--- src/rtl/plab4_net_domain_sched.sv ---
// plab4_net_domain_sched: fixed D0 / DEAD0 / D1 / DEAD1 time-division schedule for the ring enables.
// Define PLAB4_NET_DOMAIN_SCHED_CFG_EN to allow runtime window lengths, applied at period boundaries.
module plab4_net_domain_sched #(
  parameter int p_cnt_nbits   = 8,
  parameter int p_d0_cycles   = 8,
  parameter int p_d1_cycles   = 8,
  parameter int p_dead_cycles = 2
) (
  input  logic                   clk_i,
  input  logic                   rst_n_i,
  input  logic                   en_i,
  output logic                   domain0_o,
  output logic                   domain1_o,
  output logic                   epoch_start_o,
  output logic [2:0]             cur_phase_o,
  input  logic                   cfg_val_i,
  output logic                   cfg_rdy_o,
  input  logic [p_cnt_nbits-1:0] cfg_d0_len_i,
  input  logic [p_cnt_nbits-1:0] cfg_d1_len_i
);
  localparam int W = p_cnt_nbits;
  localparam logic [W-1:0] D0_INIT   = W'(p_d0_cycles);
  localparam logic [W-1:0] D1_INIT   = W'(p_d1_cycles);
  localparam logic [W-1:0] DEAD_LEN  = W'(p_dead_cycles);
  localparam logic [W-1:0] ONE       = W'(1);

  typedef enum logic [2:0] {
    IDLE  = 3'd0,
    D0    = 3'd1,
    DEAD0 = 3'd2,
    D1    = 3'd3,
    DEAD1 = 3'd4
  } phase_e;

  phase_e         state_q, state_d;
  logic [W-1:0]   cnt_q, cnt_d;
  logic           dom0_q, dom1_q, epoch_q, epoch_d;
  logic [W-1:0]   act_d0_q, act_d1_q, sh_d0_q, sh_d1_q;
  logic           pend_q;
  logic           start, found, apply;
  logic [W-1:0]   eff_d0, eff_d1;
  logic [4:1][W-1:0] len_cur, len_new;

  // A new period uses any pending lengths; the running period keeps the active ones.
  assign eff_d0 = pend_q ? sh_d0_q : act_d0_q;
  assign eff_d1 = pend_q ? sh_d1_q : act_d1_q;

  always_comb begin
    len_cur = {DEAD_LEN, act_d1_q, DEAD_LEN, act_d0_q};
    len_new = {DEAD_LEN, eff_d1,   DEAD_LEN, eff_d0};
    state_d = state_q;
    cnt_d   = cnt_q;
    start   = 1'b0;
    found   = 1'b0;
    apply   = 1'b0;
    epoch_d = 1'b0;
    if (state_q == IDLE) begin
      start = 1'b1;
    end else if (cnt_q != '0) begin
      cnt_d = cnt_q - ONE;
    end else begin
      for (int p = 1; p <= 4; p++) begin
        if (!found && (p > int'(state_q)) && (len_cur[p] != '0)) begin
          found   = 1'b1;
          state_d = phase_e'(p[2:0]);
          cnt_d   = len_cur[p] - ONE;
        end
      end
      start = !found;
    end
    // Period boundary: en is only sampled here so a period is never cut short.
    if (start) begin
      state_d = IDLE;
      cnt_d   = '0;
      found   = 1'b0;
      if (en_i) begin
        apply = pend_q;
        for (int p = 1; p <= 4; p++) begin
          if (!found && (len_new[p] != '0)) begin
            found   = 1'b1;
            state_d = phase_e'(p[2:0]);
            cnt_d   = len_new[p] - ONE;
          end
        end
        epoch_d = found;
      end
    end
  end

  always_ff @(posedge clk_i or negedge rst_n_i) begin
    if (!rst_n_i) begin
      state_q <= IDLE;
      cnt_q   <= '0;
      dom0_q  <= 1'b0;
      dom1_q  <= 1'b0;
      epoch_q <= 1'b0;
    end else begin
      state_q <= state_d;
      cnt_q   <= cnt_d;
      dom0_q  <= (state_d == D0);
      dom1_q  <= (state_d == D1);
      epoch_q <= epoch_d;
    end
  end

  assign domain0_o     = dom0_q;
  assign domain1_o     = dom1_q;
  assign epoch_start_o = epoch_q;
  assign cur_phase_o   = state_q;

`ifdef PLAB4_NET_DOMAIN_SCHED_CFG_EN
  logic rdy_q, accept;
  assign accept = cfg_val_i & rdy_q;

  always_ff @(posedge clk_i or negedge rst_n_i) begin
    if (!rst_n_i) begin
      act_d0_q <= D0_INIT;
      act_d1_q <= D1_INIT;
      sh_d0_q  <= '0;
      sh_d1_q  <= '0;
      pend_q   <= 1'b0;
      rdy_q    <= 1'b0;
    end else begin
      if (apply) begin
        act_d0_q <= sh_d0_q;
        act_d1_q <= sh_d1_q;
      end
      if (accept) begin
        sh_d0_q <= cfg_d0_len_i;
        sh_d1_q <= cfg_d1_len_i;
      end
      pend_q <= accept | (pend_q & ~apply);
      // Ready drops on accept and comes back the cycle after the apply edge.
      rdy_q  <= ~pend_q & ~accept;
    end
  end

  assign cfg_rdy_o = rdy_q;
`else
  logic cfg_unused;
  assign act_d0_q   = D0_INIT;
  assign act_d1_q   = D1_INIT;
  assign sh_d0_q    = D0_INIT;
  assign sh_d1_q    = D1_INIT;
  assign pend_q     = 1'b0;
  assign cfg_rdy_o  = 1'b0;
  assign cfg_unused = ^{cfg_val_i, cfg_d0_len_i, cfg_d1_len_i, apply};
`endif

endmodule

--- config.mk ---
export PLATFORM = sky130hd
export DESIGN_NAME = plab4_net_domain_sched
export DESIGN_NICKNAME = d
export VERILOG_FILES = /design/src/rtl/plab4_net_domain_sched.sv
export SDC_FILE = /design/constraint.sdc
export NUM_CORES = 1
export LEC_CHECK = 0
export CORE_AREA = 2 2 44 46
export DETAILED_ROUTE_END_ITERATION = 8
export DIE_AREA = 0 0 46 48
export PLACE_DENSITY = 0.79
export SLEW_MARGIN = 20
export SYNTH_ARGS = -nofsm -noshare
export SYNTH_HDL_FRONTEND = slang
export SYNTH_SLANG_ARGS = --single-unit
--- constraint.sdc ---
create_clock -name clk_i -period 4.35 [get_ports clk_i]
set_clock_uncertainty 0.15 [all_clocks]
set_input_delay 0.87 -clock clk_i [delete_from_list [all_inputs] [get_ports clk_i]]
set_output_delay 0.87 -clock clk_i [all_outputs]
set_load 0.005 [all_outputs]
# After elaboration in Yosys (flattened, before gate mapping)
# Cells that the tools add are included.
# classes
n_addsub	1
n_lt_le_gt_ge	4
eq_ne	3
mux	36
n_reduce_logical	11
# op_table
operator	n
two-way mux 8 bit	7
two-way mux 3 bit	11
two-way mux 1 bit	18
nonzero test 8 bit	1
subtractor 8 x 1 -> 8 bit (second input constant)	1
greater-than comparator 2 x 3 -> 1 bit (first input constant)	2
nonzero test 6 bit	1
logical NOT 1 bit	4
equality test 3 x 1 -> 1 bit (second input constant)	1
equality test 3 x 2 -> 1 bit (second input constant)	1
greater-than comparator 1 x 3 -> 1 bit (first input constant)	1
greater-than comparator 3 bit (first input constant)	1
logical AND 1 bit	3
logical NOT 3 bit	1
inequality test 2 bit (second input constant)	1
AND reduction 2 bit	1
# totals
reg_bits	14
wordCells	60
in_bits	20

# Longest topological paths before layout
# Gate-level depths: netlist (run 1).
# depth
ltp_word	27
ltp_mapped	7

# Least setup slack after synthesis (run 1)
# OpenSTA, ideal clock, no wires.
# synth_path
path_type	register to register
from	register cnt_q[0]
to	register cnt_q[1]
arrival_ps	2003
path_buffers	1
synth_period_minus_slack_ps	2240
path_slack_ps	2110
setup_time_ps	87
path_stages_with_launch	8
path_cell_list	dfrtp_1 inv_1 ha_1 or4b_4 or4_4 buf_6 and3_4 a211oi_2
# synth_via
elab_chain_len	5
word_cells_on_any_way	10
cone_classes	1 x add/sub; 1 x eq/ne; 5 x mux; 3 x reduce/logical
# synth_rtl
element	line_no	source
start, declared	36	logic [W-1:0] cnt_q, cnt_d;
start signal, assigned	99	cnt_q <= cnt_d;
parallel branches: the longest is 5 deep, another holds subtractor 8 x 1 -> 8 bit	-	
# Several ways; the timed one is not identified. The select of a mux whose other input is x is not followed.
# A chain may end at the register's enable or synchronous reset.

# Worst setup path after layout (run 1)
# Same ends and word-level chain as after synthesis.

==> results of run 1 <==
[per-stage QoR]
stage	power [W]	utilization	std cells	area, µm²
global placement	0.000559	0.493	96	832
global route	0.000719	0.514	100	868
CTS	0.000672	0.514	100	868
finish	0.000667	0.514	100	868
floorplan	0.000480	-	76	761
detailed placement	0.000577	0.493	96	832
[worst register-to-register path, stage by stage, from the launching register on]
cell,delay [ps]
dfrtp_1,400
inv_1,90
ha_1,200
or4b_4,520
nor4_4,390
mux2_2,410
a211oi_2,210
[layout make-up]
| type | instances | share of cell area |
|---|---|---|
| Multi-Input combinational cell | 53 | 0.421 |
| Clock buffer | 4 | 0.0418 |
| Timing Repair Buffer | 8 | 0.0922 |
| Tap cell | 17 | 0.0245 |
| Inverter | 4 | 0.0173 |
| Sequential cell | 14 | 0.403 |
[synth_stat cells (all sizes together), types with 2 or more instances]
cell type,instances
a211oi,2
a21oi,4
buf,2
clkbuf,3
dfrtp,14
inv,4
mux2i,2
nand2,6
nor2,8
nor3,2
nor4,2
o21ai,3
o31ai,3
or4,2
or4b,2
xnor2,3
[flip-flops by register name, indices dropped and copies added (netlist names)]
name and flops:
domain0_o 1, domain1_o 1, epoch_start_o 1, cur_phase_o 3, cnt_q 8
[cell families after synthesis]
logic type                 share of synthesized area
AOI/OAI and AO/OA                              0.163
DFF                                            0.461
other                                        0.00493
adders and majority gates                     0.0164
and+or+nand+nor                                0.220
xor gates and xnor gates                      0.0345
buffers and inverters                         0.0592
muxes                                         0.0411
[report_power, final]
| part | switching [W] | internal [W] | total, W |
|---|---|---|---|
| sequential | 0.0000743 | 0.000186 | 0.000260 |
| combinational | 0.000142 | 0.000170 | 0.000312 |
| clock | 0.0000440 | 0.0000509 | 0.0000949 |
| total | 0.000260 | 0.000407 | 0.000667 |
[worst paths after layout]
path,end,cells past startpoint,slack [ps],startpoint
max,cnt_q[1]$_DFFE_PN0P_,6,1900,cnt_q[0]$_DFFE_PN0P_
min,cnt_q[3]$_DFFE_PN0P_,2,430,cnt_q[3]$_DFFE_PN0P_
max reg2reg,cnt_q[1]$_DFFE_PN0P_,6,1900,cnt_q[0]$_DFFE_PN0P_
min reg2reg,cnt_q[3]$_DFFE_PN0P_,2,430,cnt_q[3]$_DFFE_PN0P_
max in group asynchronous,cnt_q[1]$_DFFE_PN0P_,1,2820,rst_n_i
min in group asynchronous,domain1_o$_DFF_PN0_,1,820,rst_n_i
[metal layers]
metal | routed length (µm) | vias to the layer above | global-route usage
met5 | 0 | - | 0
met4 | 33 | 0 | 0.103
met3 | 39 | 4 | 0.0226
met2 | 705 | 18 | 0.242
met1 | 640 | 275 | 0.170
li1 | - | 285 | -
[cell usage in the layout (no fill, tap or decap), types with 2 or more instances in the layout]
cell,n
o31ai_1,3
o21ai_0,3
nor3_1,2
clkdlybuf4s50_1,8
a21oi_1,4
mux2i_1,2
nand2_1,6
clkbuf_4,3
xnor2_1,3
inv_1,4
nor2_1,8
dfrtp_1,14
==> metrics.cfg, run 1 <==
[outcome]
status = finished clean

[sta]
slew_headroom = 0.579
worst_pin_slew_ps = 629
setup_tns_ps = 0
whs_ps = 430
layout_setup_ws_ps = 1900
rsz0062_at_grt = false
drv_slew = 0
period_share = 0.563
fmax_mhz = 408
hold_viol = 0
setup_viol = 0
fin_crit_ps = 2450

[clock_network]
htree_num_levels = 1
numCtsBuffers = 3
clock_path_buffers = 2
cts_resized = 0
clk_pin_slew_worst_paths_ps = 90
insertion_delay_ps = 280
cts_tree = built
post_cts_buffers = 0
cts.sinks = 14
cts-root-buf = clkbuf_4
hold_buffers = 0

[detailed_routing]
vias = 582
drt-wirelength-per-cell_um = 14.2
vias_per_cell = 5.82
remaining_drc_errors = 0
drt_pre_antenna_iters = 4
drt_first_iter_violations = 18
ant_nets = 0
drt-total-wl_mm = 1.42

[yosys]
netlist_area_um2 = 761
avgSynthCellArea_um2 = 10.0
synth_area_leader_cell = dfrtp_1
synth_top_cell_area_share = 0.461
synth_flop_cell = dfrtp_1
ys_ff_latch = 14
ys_types = 35
ys_seq_area_frac = 0.461
yosysWarnings = 0
synthTopCellsByArea = dfrtp_1 46%, nor2_1 3.9%, xnor2_1 3.5%
synth_fp_nets = 97
async_flop_share = 1.00
synth_edf_count = 0
syn_inst = 76

[die]
start_util = 0.450
die_x_um = 46
die_h_um = 48
die_area_mm2 = 0.00221
rows = 15
coreArea_mm2 = 0.00169
ios = 27

[cells_and_area]
drive_above_1_share = 0.133
multi_input_area_um2 = 365
area_growth_pct = 14.1
fillers = 158
seqCellArea_um2 = 350
final_net_count = 105
insertedDiodeCount = 0

[setup_path]
arrival_ps = 2500
crit_type = flop to flop
cp_slowest_stage_delay_ps = 520
required_ps = 4400
cp_top_family = simple AND/OR/NAND/NOR gates
crit_buf_inv = 1
worst-path-max-fanout = 8
cp_cell_sequence = inv_1 -> ha_1 -> or4b_4 -> nor4_4 -> mux2_2 -> a211oi_2
start_kind = flop
worst_path_max_delay_cell = or4b_4
end_kind = flop

[grt]
grt_antenna_before_repair = 0
grt_pass1_vias = 506
grt_pass1_wl_mm = 2.19
grt_max_degree = 15
gr-total-overflow = 0
track_usage = 0.145

[hold_path]
hold_class = flop to flop

[placement]
dp_hpwl_mm = 1.04
place_ws_ps = 1930
finalWeightedCongestion = 0.723
io_buffers = 8

[pwr]
irDropWorstVdd_uv = 267
powerDensity_mw_per_mm2 = 768
p_leak_nw = 0.375

[run]
drv_cap = 0

(Power assumes the default switching activity.)
==> run 2, diff against run 1 <==
Settings changed: CORE_AREA 2 2 44 46 to 2 2 48 50, DIE_AREA 0 0 46 48 to 0 0 50 52, PLACE_DENSITY 0.79 to 0.7.
Clock period 4.35 ns to 2.1 ns, I/O delays scaled along.
==> run 2 against run 1 <==
The run now ends with setup timing left. Non-clock buffer count up 12. Core utilization down 3.4 points. Cell count up 23%. Setup slack worse by 2000 ps.
==> metrics.cfg, run 2 (synthesis results as in run 1) <==
[setup_path]
end_kind = flop  ; unchanged
arrival_ps = 2250  ; was 2500 ps
required_ps = 2160  ; was 4400 ps
worst-path-max-fanout = 4  ; was 8
crit_type = flop to flop  ; unchanged
start_kind = flop  ; unchanged

[detailed_routing]
vias_per_cell = 5.01  ; was 5.82
drt_pre_antenna_iters = 4  ; unchanged
drt-total-wl_mm = 1.61  ; was 1.42 mm
drt-wirelength-per-cell_um = 13.1  ; was 14.2 µm
ant_nets = 0  ; unchanged
vias = 616  ; was 582
remaining_drc_errors = 0  ; unchanged
drt_first_iter_violations = 6  ; was 18

[sta]
period_share = 1.04  ; was 0.563
slew_headroom = 0.568  ; was 0.579
worst_pin_slew_ps = 646  ; was 629 ps
rsz0062_at_grt = true  ; was false
fmax_mhz = 457  ; was 408 MHz
layout_setup_ws_ps = -87.4  ; was 1900 ps
setup_viol = 6  ; was 0
drv_slew = 0  ; unchanged
hold_viol = 0  ; unchanged
fin_crit_ps = 2190  ; was 2450 ps

[clock_network]
numCtsBuffers = 3  ; unchanged
htree_num_levels = 1  ; unchanged
cts_tree = built  ; unchanged
cts-root-buf = clkbuf_4  ; unchanged
insertion_delay_ps = 280  ; about the same
clock_path_buffers = 2  ; unchanged
clk_pin_slew_worst_paths_ps = 80  ; was 90 ps
cts.sinks = 14  ; unchanged

[grt]
grt_antenna_before_repair = 0  ; unchanged
grt_pass1_vias = 581  ; was 506
grt_pass1_wl_mm = 2.77  ; was 2.19 mm
track_usage = 0.149  ; was 0.145
grt_max_degree = 15  ; unchanged
gr-total-overflow = 0  ; unchanged

[die]
start_util = 0.361  ; was 0.450
ios = 27  ; unchanged
die_area_mm2 = 0.00260  ; was 0.00221 mm²
rows = 17  ; was 15
die_h_um = 52  ; was 48 µm
die_x_um = 50  ; was 46 µm
coreArea_mm2 = 0.00211  ; was 0.00169 mm²

[pwr]
powerDensity_mw_per_mm2 = 1590  ; was 768 mW/mm²
irDropWorstVdd_uv = 531  ; was 267 µV
power_w = 0.00161  ; was 0.000667 W
p_leak_nw = 0.438  ; was 0.375 nW

[placement]
dp_hpwl_mm = 1.15  ; was 1.04 mm
io_buffers = 8  ; unchanged
place_ws_ps = -149  ; was 1930 ps
finalWeightedCongestion = 0.731  ; was 0.723
dp_cells = 116  ; was 96

[cells_and_area]
drive_above_1_share = 0.326  ; was 0.133
final_common_cell = dfrtp_1  ; unchanged
insertedDiodeCount = 0  ; unchanged
final_net_count = 117  ; was 105
largest_reg_flops = 8  ; unchanged
area_growth_pct = 32.9  ; was 14.1%
final_cell_mix = 14 x dfrtp_1, 11 x buf_4, 8 x nor2_1, 8 x clkdlybuf4s50_1, 6 x nand2_1  ; was 14 x dfrtp_1, 8 x nor2_1, 8 x clkdlybuf4s50_1, 6 x nand2_1
fillers = 197  ; was 158
finalNonFillerCells = 123  ; was 100
regMostFlops = cnt_q  ; unchanged

[outcome]
violations = setup timing
status = complete, but fails checks  ; was finished clean

[run]
drv_cap = 0  ; unchanged

[hold_path]
hold_class = primary input to asynchronous set/reset pin  ; was flop to flop

[run 2: per-stage QoR]
step / hold slack [ps] / setup TNS (ps) / area (µm²) / util
floorplan: -25.6 / -353 / 763 / -
global placement: 448 / -267 / 916 / 0.435
detailed placement: 453 / -507 / 916 / 0.435
CTS: 396 / -534 / 997 / 0.474
global route: 409 / -1150 / 1010 / 0.480
finish: 383 / -349 / 1010 / 0.480
[run 2: final cells by class]
cell class / instances / area [µm²] / share of cell area
Multi-Input combinational cell: 53 / 400 / 0.396
Clock buffer: 4 / 36.3 / 0.0359
Sequential cell: 14 / 350 / 0.347
Inverter: 4 / 15.0 / 0.0149
Timing Repair Buffer: 20 / 174 / 0.172
Tap cell: 28 / 35.0 / 0.0347
[run 2: final timing paths]
check	startpoint	end	slack [ps]	cells after the start
max	cnt_q[0]$_DFFE_PN0P_	cnt_q[6]$_DFFE_PN0P_	-90	7
min	rst_n_i	cnt_q[7]$_DFFE_PN0P_	380	1
max reg2reg	cnt_q[0]$_DFFE_PN0P_	cnt_q[6]$_DFFE_PN0P_	-90	7
min reg2reg	cnt_q[2]$_DFFE_PN0P_	cnt_q[4]$_DFFE_PN0P_	460	2
max in group asynchronous	rst_n_i	cur_phase_o[2]$_DFF_PN0_	1000	1
min in group clk_i	cnt_q[2]$_DFFE_PN0P_	cnt_q[4]$_DFFE_PN0P_	460	2
[run 2: worst max-delay path, cell delays in order, from the launching register on]
cell     delay, ps
dfrtp_1        400
inv_2           80
ha_4           120
or4b_4         490
buf_4          160
buf_6          110
or4b_4         470
a21oi_2        120
[run 2: layer usage]
metal  global-route usage  share of wire  routed length [µm]  vias up
li1                     -              -                   -      309
met5                    0              0                   0        -
met3               0.0259          0.020                  33        4
met2                0.237           0.50                 804       12
met1                0.174           0.45                 719      291
met4                0.125          0.033                  54        0
[run 2: what timing repair did]
action                     in CTS  in global routing
hold buffers                    0                  0
pin swaps                       5                  3
setup endpoints to repair       8                 10
resized for setup               8                  2
buffers inserted                2                  1
[run 2: power breakdown]
part           total, W  internal [W]  switching [W]
combinational  0.000882      0.000516       0.000365
sequential     0.000535      0.000385       0.000150
clock          0.000192      0.000106      0.0000862
total           0.00161       0.00101       0.000601
==> run 3, diff against run 2 <==
Clock period 2.1 ns to 1.9 ns, I/O delays scaled along.
==> run 3 against run 2 <==
Worst hold slack got worse by 130 ps. Register-to-register slack got worse by 220 ps. First-iteration DRC count increased by 17%. Total power increased by 19%. Critical path type unchanged. Clock power decreased by 12%. Die area unchanged. Sequential share of layout area decreased by 2.1 points. Global-route usage increased by 0.19 points. The run still ends with setup timing left. Setup slack got worse by 220 ps. Cell count increased by 5.7%. Non-clock buffer count increased by 8. Sequential power increased by 2%.
==> metrics.cfg, run 3 (synthesis results as in run 1) <==
[clock_network]
insertion_delay_ps = 280  ; about the same
clock_path_buffers = 2  ; unchanged
clk_pin_slew_worst_paths_ps = 80  ; about the same
cts_tree = built  ; unchanged
cts-root-buf = clkbuf_4  ; unchanged
htree_num_levels = 1  ; unchanged
cts.sinks = 14  ; unchanged
hold_buffers = 0  ; unchanged
numCtsBuffers = 3  ; unchanged

[sta]
setup_viol = 14  ; was 6
period_share = 1.16  ; was 1.04
layout_setup_ws_ps = -311  ; was -87.4 ps
fin_crit_ps = 2210  ; was 2190 ps
whs_ps = 250  ; was 383 ps
rsz0062_at_grt = true  ; unchanged
drv_slew = 0  ; unchanged
fmax_mhz = 452  ; was 457 MHz
hold_viol = 0  ; unchanged

[placement]
place_ws_ps = -370  ; was -149 ps
io_buffers = 8  ; unchanged
dp_hpwl_mm = 1.15  ; about the same
finalWeightedCongestion = 0.735  ; was 0.731

[grt]
grt_max_degree = 15  ; unchanged
grt_antenna_before_repair = 0  ; unchanged
track_usage = 0.151  ; was 0.149
gr-total-overflow = 0  ; unchanged
grt_pass1_wl_mm = 2.93  ; was 2.77 mm
busiest_layer = met2  ; unchanged
met1_usage = 0.185  ; was 0.174
grt_pass1_vias = 649  ; was 581
use_met3 = 0.0230  ; was 0.0259
grt.met2_usage = 0.248  ; was 0.237

[setup_path]
start_kind = flop  ; unchanged
r2r_cells = 7  ; unchanged
r2r_start = cnt_q[1]$_DFFE_PN0P_  ; was cnt_q[0]$_DFFE_PN0P_
r2r-end = cur_phase_o[0]$_DFF_PN0_  ; was cnt_q[6]$_DFFE_PN0P_
reg2reg_slack_ps = -310  ; was -90 ps
arrival_ps = 2210  ; was 2250 ps
worst-path-max-fanout = 7  ; was 4
end_kind = flop  ; unchanged
required_ps = 1900  ; was 2160 ps
crit_type = flop to flop  ; unchanged

[die]
die_h_um = 52  ; unchanged
die_x_um = 50  ; unchanged
rows = 17  ; unchanged
die_area_mm2 = 0.00260  ; unchanged
coreArea_mm2 = 0.00211  ; unchanged
start_util = 0.361  ; unchanged
ios = 27  ; unchanged

[pwr]
irDropWorstVdd_uv = 608  ; was 531 µV
powerDensity_mw_per_mm2 = 1760  ; was 1590 mW/mm²
p_leak_nw = 0.469  ; was 0.438 nW

[detailed_routing]
drt_pre_antenna_iters = 4  ; unchanged
vias = 676  ; was 616
drt-wirelength-per-cell_um = 13.7  ; was 13.1 µm
drt-total-wl_mm = 1.78  ; was 1.61 mm
drt_first_iter_violations = 7  ; was 6
remaining_drc_errors = 0  ; unchanged
ant_nets = 0  ; unchanged
vias_per_cell = 5.20  ; was 5.01

[cells_and_area]
drive_above_1_share = 0.431  ; was 0.326
final_common_cell = buf_4  ; was dfrtp_1
final_cell_mix = 18 x buf_4, 13 x dfrtp_1, 8 x nor2_1, 8 x clkdlybuf4s50_1, 4 x nand2_1  ; was 14 x dfrtp_1, 11 x buf_4, 8 x nor2_1, 8 x clkdlybuf4s50_1, 6 x nand2_1
largest_reg_flops = 8  ; unchanged
area_growth_pct = 42.1  ; was 32.9%
insertedDiodeCount = 0  ; unchanged
final_net_count = 125  ; was 117
regMostFlops = cnt_q  ; unchanged

[outcome]
violations = setup timing  ; unchanged
status = complete, but fails checks  ; unchanged

[run]
drv_cap = 0  ; unchanged

[hold_path]
hold_class = primary input to asynchronous set/reset pin  ; unchanged

[run 3: cell types whose count changed in the layout (fill, tap and decap cells not counted), moves of 2 or more]
cell,change
o21ai_0,-2
nand2_1,-2
nand2_2,+2
buf_4,+7
[run 3: cell type report]
class | instances | area [µm²]
flip-flops and latches | 14 | 352
inverters | 4 | 15.0
repair buffers | 28 | 238
fillers | 181 | 1020
clock buffers | 3 | 22.5
well taps | 28 | 35.0
multi-input cells | 53 | 419
[run 3: per-stage QoR]
| step | cells | utilization | power, W | area (µm²) | setup TNS [ps] |
|---|---|---|---|---|---|
| 2_1_floorplan | 76 | - | 0.00111 | 763 | -1870 |
| 3_3_place_gp | 120 | 0.449 | 0.00145 | 946 | -2460 |
| 3_5_place_dp | 120 | 0.449 | 0.00149 | 946 | -2930 |
| 4_1_cts | 127 | 0.495 | 0.00181 | 1040 | -2210 |
| 5_1_grt | 130 | 0.513 | 0.00206 | 1080 | -3490 |
| 6_report | 130 | 0.513 | 0.00191 | 1080 | -2590 |
[run 3: worst max path at each step]
stage                               startpoint                  endpoint  cells after the start
after floorplan           cnt_q[0]$_DFFE_PN0P_      cnt_q[1]$_DFFE_PN0P_                      7
after global placement    cnt_q[0]$_DFFE_PN0P_      cnt_q[1]$_DFFE_PN0P_                      6
after CTS                 cnt_q[1]$_DFFE_PN0P_      cnt_q[1]$_DFFE_PN0P_                      6
after detailed placement  cnt_q[0]$_DFFE_PN0P_      cnt_q[1]$_DFFE_PN0P_                      6
after global routing      cnt_q[0]$_DFFE_PN0P_  cur_phase_o[1]$_DFF_PN0_                      7
final                     cnt_q[1]$_DFFE_PN0P_  cur_phase_o[0]$_DFF_PN0_                      7
[run 3: worst max-delay path, cell delays in order, from the launching register on]
cell and delay [ps]:
dfrtp_1 400, inv_2 80, ha_4 130, or4b_4 500, or4_4 510, buf_6 150
nand2_2 60, o311ai_1 110
[run 3: repair_timing]
item                                   4_1_cts  5_1_grt
pin swaps                                    5        5
gates resized for setup                     12        6
endpoints found under the hold margin        0        0
setup buffers                                4        3
setup endpoints to repair                   15       14
[run 3: power by group]
group / internal [W] / switching [W]
registers: 0.000429 / 0.000116
logic: 0.000679 / 0.000515
clock network: 0.0000736 / 0.0000955
[run 3: metal layers]
layer	vias up	wire [µm]
li1	322	-
met1	332	733
met2	17	951
met3	5	50
met4	0	44
met5	-	0
